[src/rtl/mem_access_unit_pkg.sv]
`default_nettype none
// ============================================================================
// Module   : mem_access_pkg
// Purpose  : Shared types and constants for the load/store unit.
// Revision : 1.0 - initial release
// ============================================================================
package mem_access_pkg;

    typedef enum logic [1:0] {
        SIZE_B   = 2'b00,
        SIZE_H   = 2'b01,
        SIZE_W   = 2'b10,
        SIZE_BAD = 2'b11
    } mem_size_t;

    typedef enum logic [2:0] {
        ST_IDLE   = 3'd0,
        ST_LOAD   = 3'd1,
        ST_RMW_RD = 3'd2,
        ST_WRITE  = 3'd3,
        ST_RESP   = 3'd4
    } mau_state_t;

    localparam int          BYTE_LANES      = 4;
    localparam logic [31:0] WORD_ALIGN_MASK = 32'hFFFF_FFFC;

endpackage
`default_nettype wire

[src/rtl/mem_access_unit_if.sv]
`default_nettype none
// ============================================================================
// Module   : mem_access_unit_if
// Purpose  : Request/response and RAM-side signal bundle of the load/store unit.
// Revision : 1.0 - initial release
// ============================================================================
interface mem_access_unit_if;
    logic        req_valid;
    logic        req_ready;
    logic        req_write;
    logic [1:0]  req_size;
    logic        req_unsigned;
    logic [31:0] req_addr;
    logic [31:0] req_wdata;
    logic        resp_valid;
    logic        resp_error;
    logic [31:0] resp_rdata;
    logic        ram_write_enable;
    logic [31:0] ram_address;
    logic [31:0] ram_in;
    logic [31:0] ram_out;

    modport slave (
        input  req_valid, req_write, req_size, req_unsigned, req_addr, req_wdata, ram_out,
        output req_ready, resp_valid, resp_error, resp_rdata, ram_write_enable, ram_address, ram_in
    );

    modport master (
        output req_valid, req_write, req_size, req_unsigned, req_addr, req_wdata, ram_out,
        input  req_ready, resp_valid, resp_error, resp_rdata, ram_write_enable, ram_address, ram_in
    );
endinterface
`default_nettype wire

[src/rtl/mem_access_unit_lane_fmt.sv]
`default_nettype none
// ============================================================================
// Module   : mem_lane_fmt
// Purpose  : Combinational load lane extract/extend and store lane merge.
// Revision : 1.0 - initial release
// ============================================================================
module mem_lane_fmt
    import mem_access_pkg::*;
(
    input  wire logic [31:0] word_i,
    input  wire logic [31:0] old_word_i,
    input  wire logic [31:0] wdata_i,
    input  wire logic [1:0]  lane_i,
    input  mem_size_t        size_i,
    input  wire logic        unsigned_i,
    output logic      [31:0] rdata_o,
    output logic      [31:0] merged_o
);

    logic [7:0]  byte_w;
    logic [15:0] half_w;

    assign byte_w = word_i[{lane_i, 3'b000} +: 8];
    assign half_w = word_i[{lane_i[1], 4'b0000} +: 16];

    always_comb begin
        rdata_o = '0;
        case (size_i)
            SIZE_B:  rdata_o = {{24{byte_w[7] & ~unsigned_i}}, byte_w};
            SIZE_H:  rdata_o = {{16{half_w[15] & ~unsigned_i}}, half_w};
            SIZE_W:  rdata_o = word_i;
            default: rdata_o = '0;
        endcase
    end

    // Only the addressed lane(s) change; the rest of the old word passes through.
    always_comb begin
        merged_o = old_word_i;
        case (size_i)
            SIZE_B:  merged_o[{lane_i, 3'b000} +: 8]     = wdata_i[7:0];
            SIZE_H:  merged_o[{lane_i[1], 4'b0000} +: 16] = wdata_i[15:0];
            SIZE_W:  merged_o = wdata_i;
            default: merged_o = old_word_i;
        endcase
    end

endmodule
`default_nettype wire

[src/rtl/mem_access_unit.sv]
`default_nettype none
// ============================================================================
// Module   : mem_access_unit
// Purpose  : Load/store unit turning byte/half/word requests into word RAM accesses.
// Revision : 1.0 - initial release
// ============================================================================
module mem_access_unit
    import mem_access_pkg::*;
#(
    parameter int          MEM_BYTES = 32,
    parameter logic [31:0] ERR_RDATA = 32'hDEAD_BEEF
) (
    input  wire logic         clock,
    input  wire logic         reset_n,
    mem_access_unit_if.slave  bus
);

    mau_state_t  state_q, state_d;
    logic [31:0] addr_q, addr_d;
    mem_size_t   size_q, size_d;
    logic        write_q, write_d;
    logic        unsigned_q, unsigned_d;
    logic [31:0] wdata_q, wdata_d;
    logic [31:0] base_q, base_d;
    logic        err_q, err_d;
    logic [31:0] rdata_q, rdata_d;

    mem_size_t   req_size_w;
    logic        req_err_w;
    logic [31:0] load_data_w;
    logic [31:0] merged_w;

    assign req_size_w = mem_size_t'(bus.req_size);

    // 33-bit compare keeps addresses near 2^32 from wrapping into range.
    assign req_err_w = (req_size_w == SIZE_BAD)
                    || ((req_size_w == SIZE_H) && bus.req_addr[0])
                    || ((req_size_w == SIZE_W) && (bus.req_addr[1:0] != 2'b00))
                    || (({1'b0, bus.req_addr & WORD_ALIGN_MASK} + 33'(BYTE_LANES - 1))
                        >= 33'(MEM_BYTES));

    mem_lane_fmt u_lane_fmt (
        .word_i     (bus.ram_out),
        .old_word_i (base_q),
        .wdata_i    (wdata_q),
        .lane_i     (addr_q[1:0]),
        .size_i     (size_q),
        .unsigned_i (unsigned_q),
        .rdata_o    (load_data_w),
        .merged_o   (merged_w)
    );

    always_ff @(posedge clock or negedge reset_n) begin
        if (!reset_n) begin
            state_q    <= ST_IDLE;
            addr_q     <= '0;
            size_q     <= SIZE_B;
            write_q    <= 1'b0;
            unsigned_q <= 1'b0;
            wdata_q    <= '0;
            base_q     <= '0;
            err_q      <= 1'b0;
            rdata_q    <= '0;
        end else begin
            state_q    <= state_d;
            addr_q     <= addr_d;
            size_q     <= size_d;
            write_q    <= write_d;
            unsigned_q <= unsigned_d;
            wdata_q    <= wdata_d;
            base_q     <= base_d;
            err_q      <= err_d;
            rdata_q    <= rdata_d;
        end
    end

    always_comb begin
        state_d    = state_q;
        addr_d     = addr_q;
        size_d     = size_q;
        write_d    = write_q;
        unsigned_d = unsigned_q;
        wdata_d    = wdata_q;
        base_d     = base_q;
        err_d      = err_q;
        rdata_d    = rdata_q;
        case (state_q)
            ST_IDLE: begin
                if (bus.req_valid) begin
                    addr_d     = bus.req_addr;
                    size_d     = req_size_w;
                    write_d    = bus.req_write;
                    unsigned_d = bus.req_unsigned;
                    wdata_d    = bus.req_wdata;
                    err_d      = req_err_w;
                    rdata_d    = req_err_w ? ERR_RDATA : '0;
                    if (req_err_w)                state_d = ST_RESP;
                    else if (!bus.req_write)      state_d = ST_LOAD;
                    else if (req_size_w == SIZE_W) state_d = ST_WRITE;
                    else                          state_d = ST_RMW_RD;
                end
            end
            ST_LOAD: begin
                rdata_d = load_data_w;
                state_d = ST_RESP;
            end
            ST_RMW_RD: begin
                base_d  = bus.ram_out;
                state_d = ST_WRITE;
            end
            ST_WRITE: state_d = ST_RESP;
            ST_RESP:  state_d = ST_IDLE;
            default:  state_d = ST_IDLE;
        endcase
    end

    assign bus.req_ready        = (state_q == ST_IDLE);
    assign bus.resp_valid       = (state_q == ST_RESP);
    assign bus.resp_error       = (state_q == ST_RESP) && err_q;
    assign bus.resp_rdata       = (state_q == ST_RESP) ? rdata_q : '0;
    assign bus.ram_write_enable = (state_q == ST_WRITE);
    assign bus.ram_address      = (state_q != ST_IDLE) ? (addr_q & WORD_ALIGN_MASK) : '0;
    assign bus.ram_in           = (state_q == ST_WRITE) ? merged_w : '0;

endmodule
`default_nettype wire

[src/flat_wrapper.sv]
// flat-port wrapper written by rule: the top's interface ports become plain ports
module mem_access_unit_flat import mem_access_pkg::*;
#(
    parameter int          MEM_BYTES = 32,
    parameter logic [31:0] ERR_RDATA = 32'hDEAD_BEEF
)
  (clock, reset_n, bus_req_valid, bus_req_write, bus_req_size, bus_req_unsigned, bus_req_addr, bus_req_wdata, bus_ram_out, bus_req_ready, bus_resp_valid, bus_resp_error, bus_resp_rdata, bus_ram_write_enable, bus_ram_address, bus_ram_in);
  mem_access_unit_if bus_i ();
  input  wire logic clock;
  input  wire logic reset_n;
  input wire logic [$bits(bus_i.req_valid)-1:0] bus_req_valid;
  input wire logic [$bits(bus_i.req_write)-1:0] bus_req_write;
  input wire logic [$bits(bus_i.req_size)-1:0] bus_req_size;
  input wire logic [$bits(bus_i.req_unsigned)-1:0] bus_req_unsigned;
  input wire logic [$bits(bus_i.req_addr)-1:0] bus_req_addr;
  input wire logic [$bits(bus_i.req_wdata)-1:0] bus_req_wdata;
  input wire logic [$bits(bus_i.ram_out)-1:0] bus_ram_out;
  output wire logic [$bits(bus_i.req_ready)-1:0] bus_req_ready;
  output wire logic [$bits(bus_i.resp_valid)-1:0] bus_resp_valid;
  output wire logic [$bits(bus_i.resp_error)-1:0] bus_resp_error;
  output wire logic [$bits(bus_i.resp_rdata)-1:0] bus_resp_rdata;
  output wire logic [$bits(bus_i.ram_write_enable)-1:0] bus_ram_write_enable;
  output wire logic [$bits(bus_i.ram_address)-1:0] bus_ram_address;
  output wire logic [$bits(bus_i.ram_in)-1:0] bus_ram_in;
  assign bus_i.req_valid = bus_req_valid;
  assign bus_i.req_write = bus_req_write;
  assign bus_i.req_size = bus_req_size;
  assign bus_i.req_unsigned = bus_req_unsigned;
  assign bus_i.req_addr = bus_req_addr;
  assign bus_i.req_wdata = bus_req_wdata;
  assign bus_i.ram_out = bus_ram_out;
  assign bus_req_ready = bus_i.req_ready;
  assign bus_resp_valid = bus_i.resp_valid;
  assign bus_resp_error = bus_i.resp_error;
  assign bus_resp_rdata = bus_i.resp_rdata;
  assign bus_ram_write_enable = bus_i.ram_write_enable;
  assign bus_ram_address = bus_i.ram_address;
  assign bus_ram_in = bus_i.ram_in;
  mem_access_unit #(.MEM_BYTES(MEM_BYTES), .ERR_RDATA(ERR_RDATA)) u_core (.clock(clock), .reset_n(reset_n), .bus(bus_i));
endmodule
[config.mk]
export PLATFORM = sky130hd
export DESIGN_NAME = mem_access_unit_flat
export DESIGN_NICKNAME = d
export VERILOG_FILES = /design/src/rtl/mem_access_unit_pkg.sv /design/src/rtl/mem_access_unit_if.sv /design/src/rtl/mem_access_unit_lane_fmt.sv /design/src/rtl/mem_access_unit.sv /design/src/flat_wrapper.sv
export SDC_FILE = /design/constraint.sdc
export NUM_CORES = 1
export LEC_CHECK = 0
export BUFFER_PORTS_ARGS = -buffer_cell sky130_fd_sc_hd__buf_2
export CAP_MARGIN = 40
export CORE_MARGIN = 10
export CORE_UTILIZATION = 35
export CTS_BUF_LIST = sky130_fd_sc_hd__clkbuf_8
export CTS_CLUSTER_SIZE = 25
export DETAILED_ROUTE_END_ITERATION = 6
export GPL_TIMING_DRIVEN = 0
export PLACE_DENSITY = 0.54
export SYNTH_ARGS = -nofsm -noshare
export SYNTH_HDL_FRONTEND = slang
export SYNTH_SLANG_ARGS = --single-unit
[constraint.sdc]
create_clock -name clock -period 2.9 [get_ports clock]
set_input_delay 0.29 -clock clock [delete_from_list [all_inputs] [get_ports clock]]
set_output_delay 0.29 -clock clock [all_outputs]
set_load 0.05 [all_outputs]
### Yosys cells after proc, flatten, opt, wreduce, memory -nomap -nowiden

Cells that the tools add are included.

* add/sub/neg operators: 3
* multiply operators: 0
* divide/modulo/power cells: 0
* order comparisons: 1
* equal/unequal tests: 10
* shift-type cells: 6
* mux-type cells: 15
* bitwise logic cells: 3
* reduce and logical (&&, ||, !) cells: 14

Operators with widths (number)
* 32-bit one-hot mux with 3 select lines: 2
* 32-bit 2-to-1 mux: 5
* 32-bit bitwise mux: 2
* 32-bit one-hot mux with 2 select lines: 1
* 32-bit by 2-bit adder with 33-bit output (second input constant): 1
* 33-bit by 6-bit >= comparator with 1-bit output (second input constant): 1
* 16-bit by 7-bit variable shift with 32-bit output (first input constant): 1
* 8-bit by 7-bit variable shift with 32-bit output (first input constant): 1
* 16-bit by 7-bit variable part select with 32-bit output: 1
* 32-bit by 6-bit variable part select with 16-bit output: 1
* 32-bit by 6-bit variable part select with 8-bit output: 1
* 8-bit by 7-bit variable part select with 32-bit output: 1
* 5-bit negation with 7-bit output: 2
* 3-bit 2-to-1 mux: 3
* 3-bit one-hot mux with 3 select lines: 1
* 2-bit == test (second input constant): 3
* 3-bit by 2-bit == test with 1-bit output (second input constant): 2
* 2-bit by 1-bit == test with 1-bit output (second input constant): 2
* 2-bit AND reduction: 2
* 2-bit nonzero test: 2
* 3-bit by 1-bit == test with 1-bit output (second input constant): 1
* 3-bit == test (second input constant): 1
* 1-bit logical AND: 3
* 3-bit logical NOT: 1
* 8 further kinds: 11

* bits in registers: 135
* bits in latches: 0
* RAM bits: 0
* memory bits (read-only): 0
* input port bits: 103
* output and inout port bits: 100
* logic and storage cells: 60
* memories kept: 0

### Depth between registers and ports, before layout

* depth after elaboration: 8
* mapped depth: 10
* mapped depth without buffers: 6

### By module

Synthesis repeated with hierarchy kept, for this count alone.

* cells, all modules: 874
* area, all modules: 7739.9 µm²

By module, submodules not included
* mem_access_unit: times used 1, cells an instance 597, area an instance 5851.9 µm², sequential area each 3378.2 µm²
* mem_lane_fmt: times used 1, cells an instance 277, area an instance 1888.1 µm², sequential area each 0.0 µm²

### Worst setup path before layout

No wires, ideal clock.

* path type: register to output
* start: register u_core.addr_q[1]
* end: output port bus_ram_in[24]
* arrival: 2.801 ns
* required time: 2.610 ns
* setup slack: -0.191 ns
* stages on the path, launching flop included: 11
* path buffers: 4
* path through: dfrtp_1 -> buf_6 -> buf_4 -> inv_1 -> clkbuf_1 -> ha_1 -> nor2b_1 -> and3_1 -> clkbuf_1 -> a22oi_1 -> a21oi_1

* cells in the longest elaborated chain, start to end: 5
* elaborated cells on any way between the ends: 10
* those cells by class: add/sub (2); shift (4); mux (4)

Ends and longest elaborated chain
* start, declared: line mem_access_unit.sv:19 `logic [31:0] addr_q, addr_d;`
* start signal, assigned: line mem_access_unit.sv:66 `addr_q <= addr_d;`
* 5-bit negation with 7-bit output, on equally long branches: line mem_access_unit_lane_fmt.sv:41, mem_access_unit_lane_fmt.sv:40
* 16-bit by 7-bit variable part select with 32-bit output (tied with other cells): line mem_access_unit_lane_fmt.sv:41 `SIZE_H: merged_o[{lane_i[1], 4'b0000} +: 16] = wdata_i[15:0];`
* 32-bit bitwise mux, on equally long branches: line mem_access_unit_lane_fmt.sv:41, mem_access_unit_lane_fmt.sv:40
* 32-bit one-hot mux with 3 select lines *: line mem_access_unit_lane_fmt.sv:39 `case (size_i)`
* 32-bit 2-to-1 mux *: line mem_access_unit.sv:123 `assign bus.ram_in = (state_q == ST_WRITE) ? merged_w : '0;`
* end, declared: line flat_wrapper.sv:24 `output wire logic [$bits(bus_i.ram_in)-1:0] bus_ram_in;`

Mark *: on every way between the ends. The rest lies on a longest branch, timed or not.

### Worst setup path in the final report

* start: register u_core.state_q[2]
* end: output port bus_ram_in[25]

* cells in the longest elaborated chain, start to end: 2

Ends and longest elaborated chain
* start, declared: line mem_access_unit.sv:18 `mau_state_t state_q, state_d;`
* start signal, assigned: line mem_access_unit.sv:65 `state_q <= state_d;`
* 3-bit by 2-bit == test with 1-bit output: line mem_access_unit.sv:123
* 32-bit 2-to-1 mux: line mem_access_unit.sv:123

No other way between the ends.

==> run metrics <==
Hold Crit Endpoint=u_core.wdata_q[7]; worst stage delay on the critical path=roughly 0.50 ns; endpoints failing setup=0; first-pass GRT wire length=roughly 42 mm; multi-input logic area=around 0.0042 mm²; max_slew headroom=0.4134; row cnt=between 50 and 60; core area=between 0.02 and 0.025 mm²; clk slew on worst S/H paths=0.07 ns; critical path launch point type=flip-flop; Congestion Overflow GR=0; Sink Count=around 140; Pins Over Slew Limit=0; all-layer global routing usage=0.1894; most frequent cells in the layout=182 x buf_2, 134 x dfrtp_1, 101 x mux2_2; clk_lat worst skew=about 0.46 ns; Finished Core Util=0.4573; P_leak=4.626 nW; cts bufs inserted=17; RSZ-0062 raised after global routing=yes; worst path cell trace=buf_2 > nand3b_1 > clkbuf_1 > a21oi_2 > buf_4; IR drop worst, VDD=approximately 0.00028 V; Seq/Total Area, Yosys=0.4326; gpl congestion=0.8810; crit path max fanout=10; worst reg-to-reg path cell count=7; r2r endpoint=u_core.rdata_q[27]; CTS tree=done; IO Count=around 200; Critical Path RT=2.61 ns; max-cap viol count=0; Post-Syn Instances=approximately 710; Design Area, Final=around 0.01 mm²; Fillers=between 2000 and 2500; Post-synth top flop=dfrtp_1; Hold Crit Class=in -> reg; PwrDens=around 550 mW/mm²; Crit Reg-Reg Startpoint=u_core.addr_q[1]; nets=approximately 1000; Tightest Pin Transition=approximately 0.9 ns; Clock Skew=0.01207 ns; Die Footprint=about 0.029 mm²; Clock Root Buffer=clkbuf_8; post-route ant nets=0; WL final=~28 mm; outcome=finished clean; DPL Wire Length=between 20 and 25 mm; P&R area growth vs syn=28.18%; # H-tree levels=4; Mapped Area=between 0.007 and 0.008 mm²; Synth Register Bits=135; worst hold path depth=3; post-DR wirelength/cell=22.46 µm; initial antenna violation count=7; CP max stage cell=clkbuf_1; library cells used by synthesis=63; f_max=between 300 and 400 MHz; post-route clock period utilization=0.9566; yosys warns=0; Final Hold Vio Count=0; placed instance area=around 0.009 mm²; largest net degree at the start of global routing=slightly below 80; share of layout cells above drive strength 1=0.4773; commonest non-fill, non-tap cell in the layout=buf_2; drt first pass iters=6; 1st-iter DRT viols=~580; Worst EP arrival=~2.5 ns; Vias/cell=between 5 and 6; final hold slack=between 0.05 and 0.06 ns; Initial Utilization=0.3568; vias in the first global route=between 6000 and 7000; EDFF count, synth=0; critical path class=reg -> out; setup slack, reg-to-reg=0.88 ns; Remaining DRCs=0; Port Buffers=200; die height=roughly 170 µm; Hold Crit Start=bus_req_wdata[7]; Max clock buf depth=2; share of flip-flops with an asynchronous set or reset=1.000; via count=about 6700; Seq. cell area=~0.0034 mm²; minimum clock period=2.774 ns; Avg Cell Area, Syn=~11 µm²; Die X=roughly 170 µm; Setup crit end kind=primary output
-- cell usage after synthesis, types with 2 or more instances --
cell      count  area (µm²)
a31o_2        2       17.52
mux2_2      101        1137
a221oi_1      7       61.31
buf_2        16       80.08
nand2_1      44       165.2
buf_8         2       30.03
o21a_1        2       15.01
a222oi_1      7       70.07
a32o_1        9       90.09
o21ai_0      16       80.08
mux2i_1      25       250.2
nor4_1        6       37.54
nor2b_1      37       231.5
o21ai_1       2       10.01
nor3_1        3       15.01
a21oi_1      23       115.1
a32oi_1       6       52.55
clkbuf_1     20       75.07
mux2_4       15       225.2
nand3b_1      2       15.01
buf_4        15       112.6
buf_6         6       67.56
dfrtp_1     135        3378
o211ai_1      7       52.55
a22oi_1      42       315.3
ha_1          5       62.56
and2_1       34       212.7
mux4_2        2       45.04
inv_1        11       41.29
nand3_1      17       85.08
a221o_1       8       80.08
nor4bb_1      2       20.02
nor2_1       24       90.09
o22ai_1       8       50.05
a21o_1        8       60.06
a22o_1       10       87.58
-- report_power, final --
part / switching (mW) / internal (mW) / total [mW]
logic: 0.924 / 0.626 / 1.55
clock network: 0.777 / 1.00 / 1.78
registers: 0.151 / 2.06 / 2.21
total: 1.85 / 3.69 / 5.54
-- sequential cells by signal, summed over array words and instances (netlist names) --
register           count
u_core.unsigned_q      1
u_core.base_q         32
u_core.state_q         3
u_core.addr_q         32
u_core.wdata_q        32
u_core.err_q           1
u_core.size_q          2
u_core.rdata_q        32
-- through the flow --
step	TNS [ns]	worst slack [ns]	std cells	power, mW
after floorplan	0	0.04020	707	3.231
after global placement	-83.23	-0.5719	1187	3.714
after detailed placement	-8.436	-0.4148	1189	3.727
after CTS	0	0.001549	1229	5.590
after global routing	-0.03070	-0.02362	1231	5.821
final	0	0.1259	1231	5.542
-- metal layers --
metal / vias up / GRT usage / routed length [µm]
met5: - / 0 / 25
met2: 230 / 0.2996 / 13200
li1: 3078 / - / -
met1: 3331 / 0.2467 / 12010
met4: 4 / 0.04165 / 334
met3: 29 / 0.06230 / 2081
-- cell type report --
type                    instances  share of cell area
clock inverters                12             0.01750
clock buffers                  20             0.02750
well taps                     280             0.03500
plain buffers                  54             0.03725
flip-flops and latches        135              0.3376
repair buffers                214              0.1234
diodes                          4           0.0009999
multi-input cells             500              0.4159
inverters                      12            0.004874
-- cells by family after synthesis --
logic type / count (synthesis) / synth area share
compound gates: 165 / 0.1599
fa+ha+maj: 5 / 0.008010
other cells: 1 / 0.0004802
simple gates: 185 / 0.1338
mux: 143 / 0.2123
buf+inv: 72 / 0.05303
flops: 135 / 0.4326
-- critical path: cells and delay by family (launching register included) --
| family | cells | cell delay, ns |
|---|---|---|
| AO/OA/AOI/OAI | 1 | 0.27 |
| buffers and inverters | 3 | 0.92 |
| flip-flops | 1 | 0.36 |
| AND/OR/NAND/NOR | 1 | 0.48 |
-- worst max-delay path by stage --
stage | to | from | slack, ns
2_1_floorplan | bus_ram_in[31] | u_core.addr_q[1] | 0.04
3_3_place_gp | u_core.wdata_q[4] | reset_n | -0.57
3_5_place_dp | bus_ram_in[24] | u_core.addr_q[1] | -0.41
4_1_cts | bus_ram_in[17] | u_core.addr_q[0] | 0.002
5_1_grt | bus_ram_in[20] | u_core.addr_q[1] | -0.02
6_report | bus_ram_in[25] | u_core.state_q[2] | 0.13
-- repair_timing --
item,4_1_cts,5_1_grt
hold endpoints to repair,57,0
setup buffers,9,2
hold buffers,1,0
setup endpoints to repair,32,42
pin swaps,9,5
gates resized for setup,58,22
(Power assumes the default switching activity.)
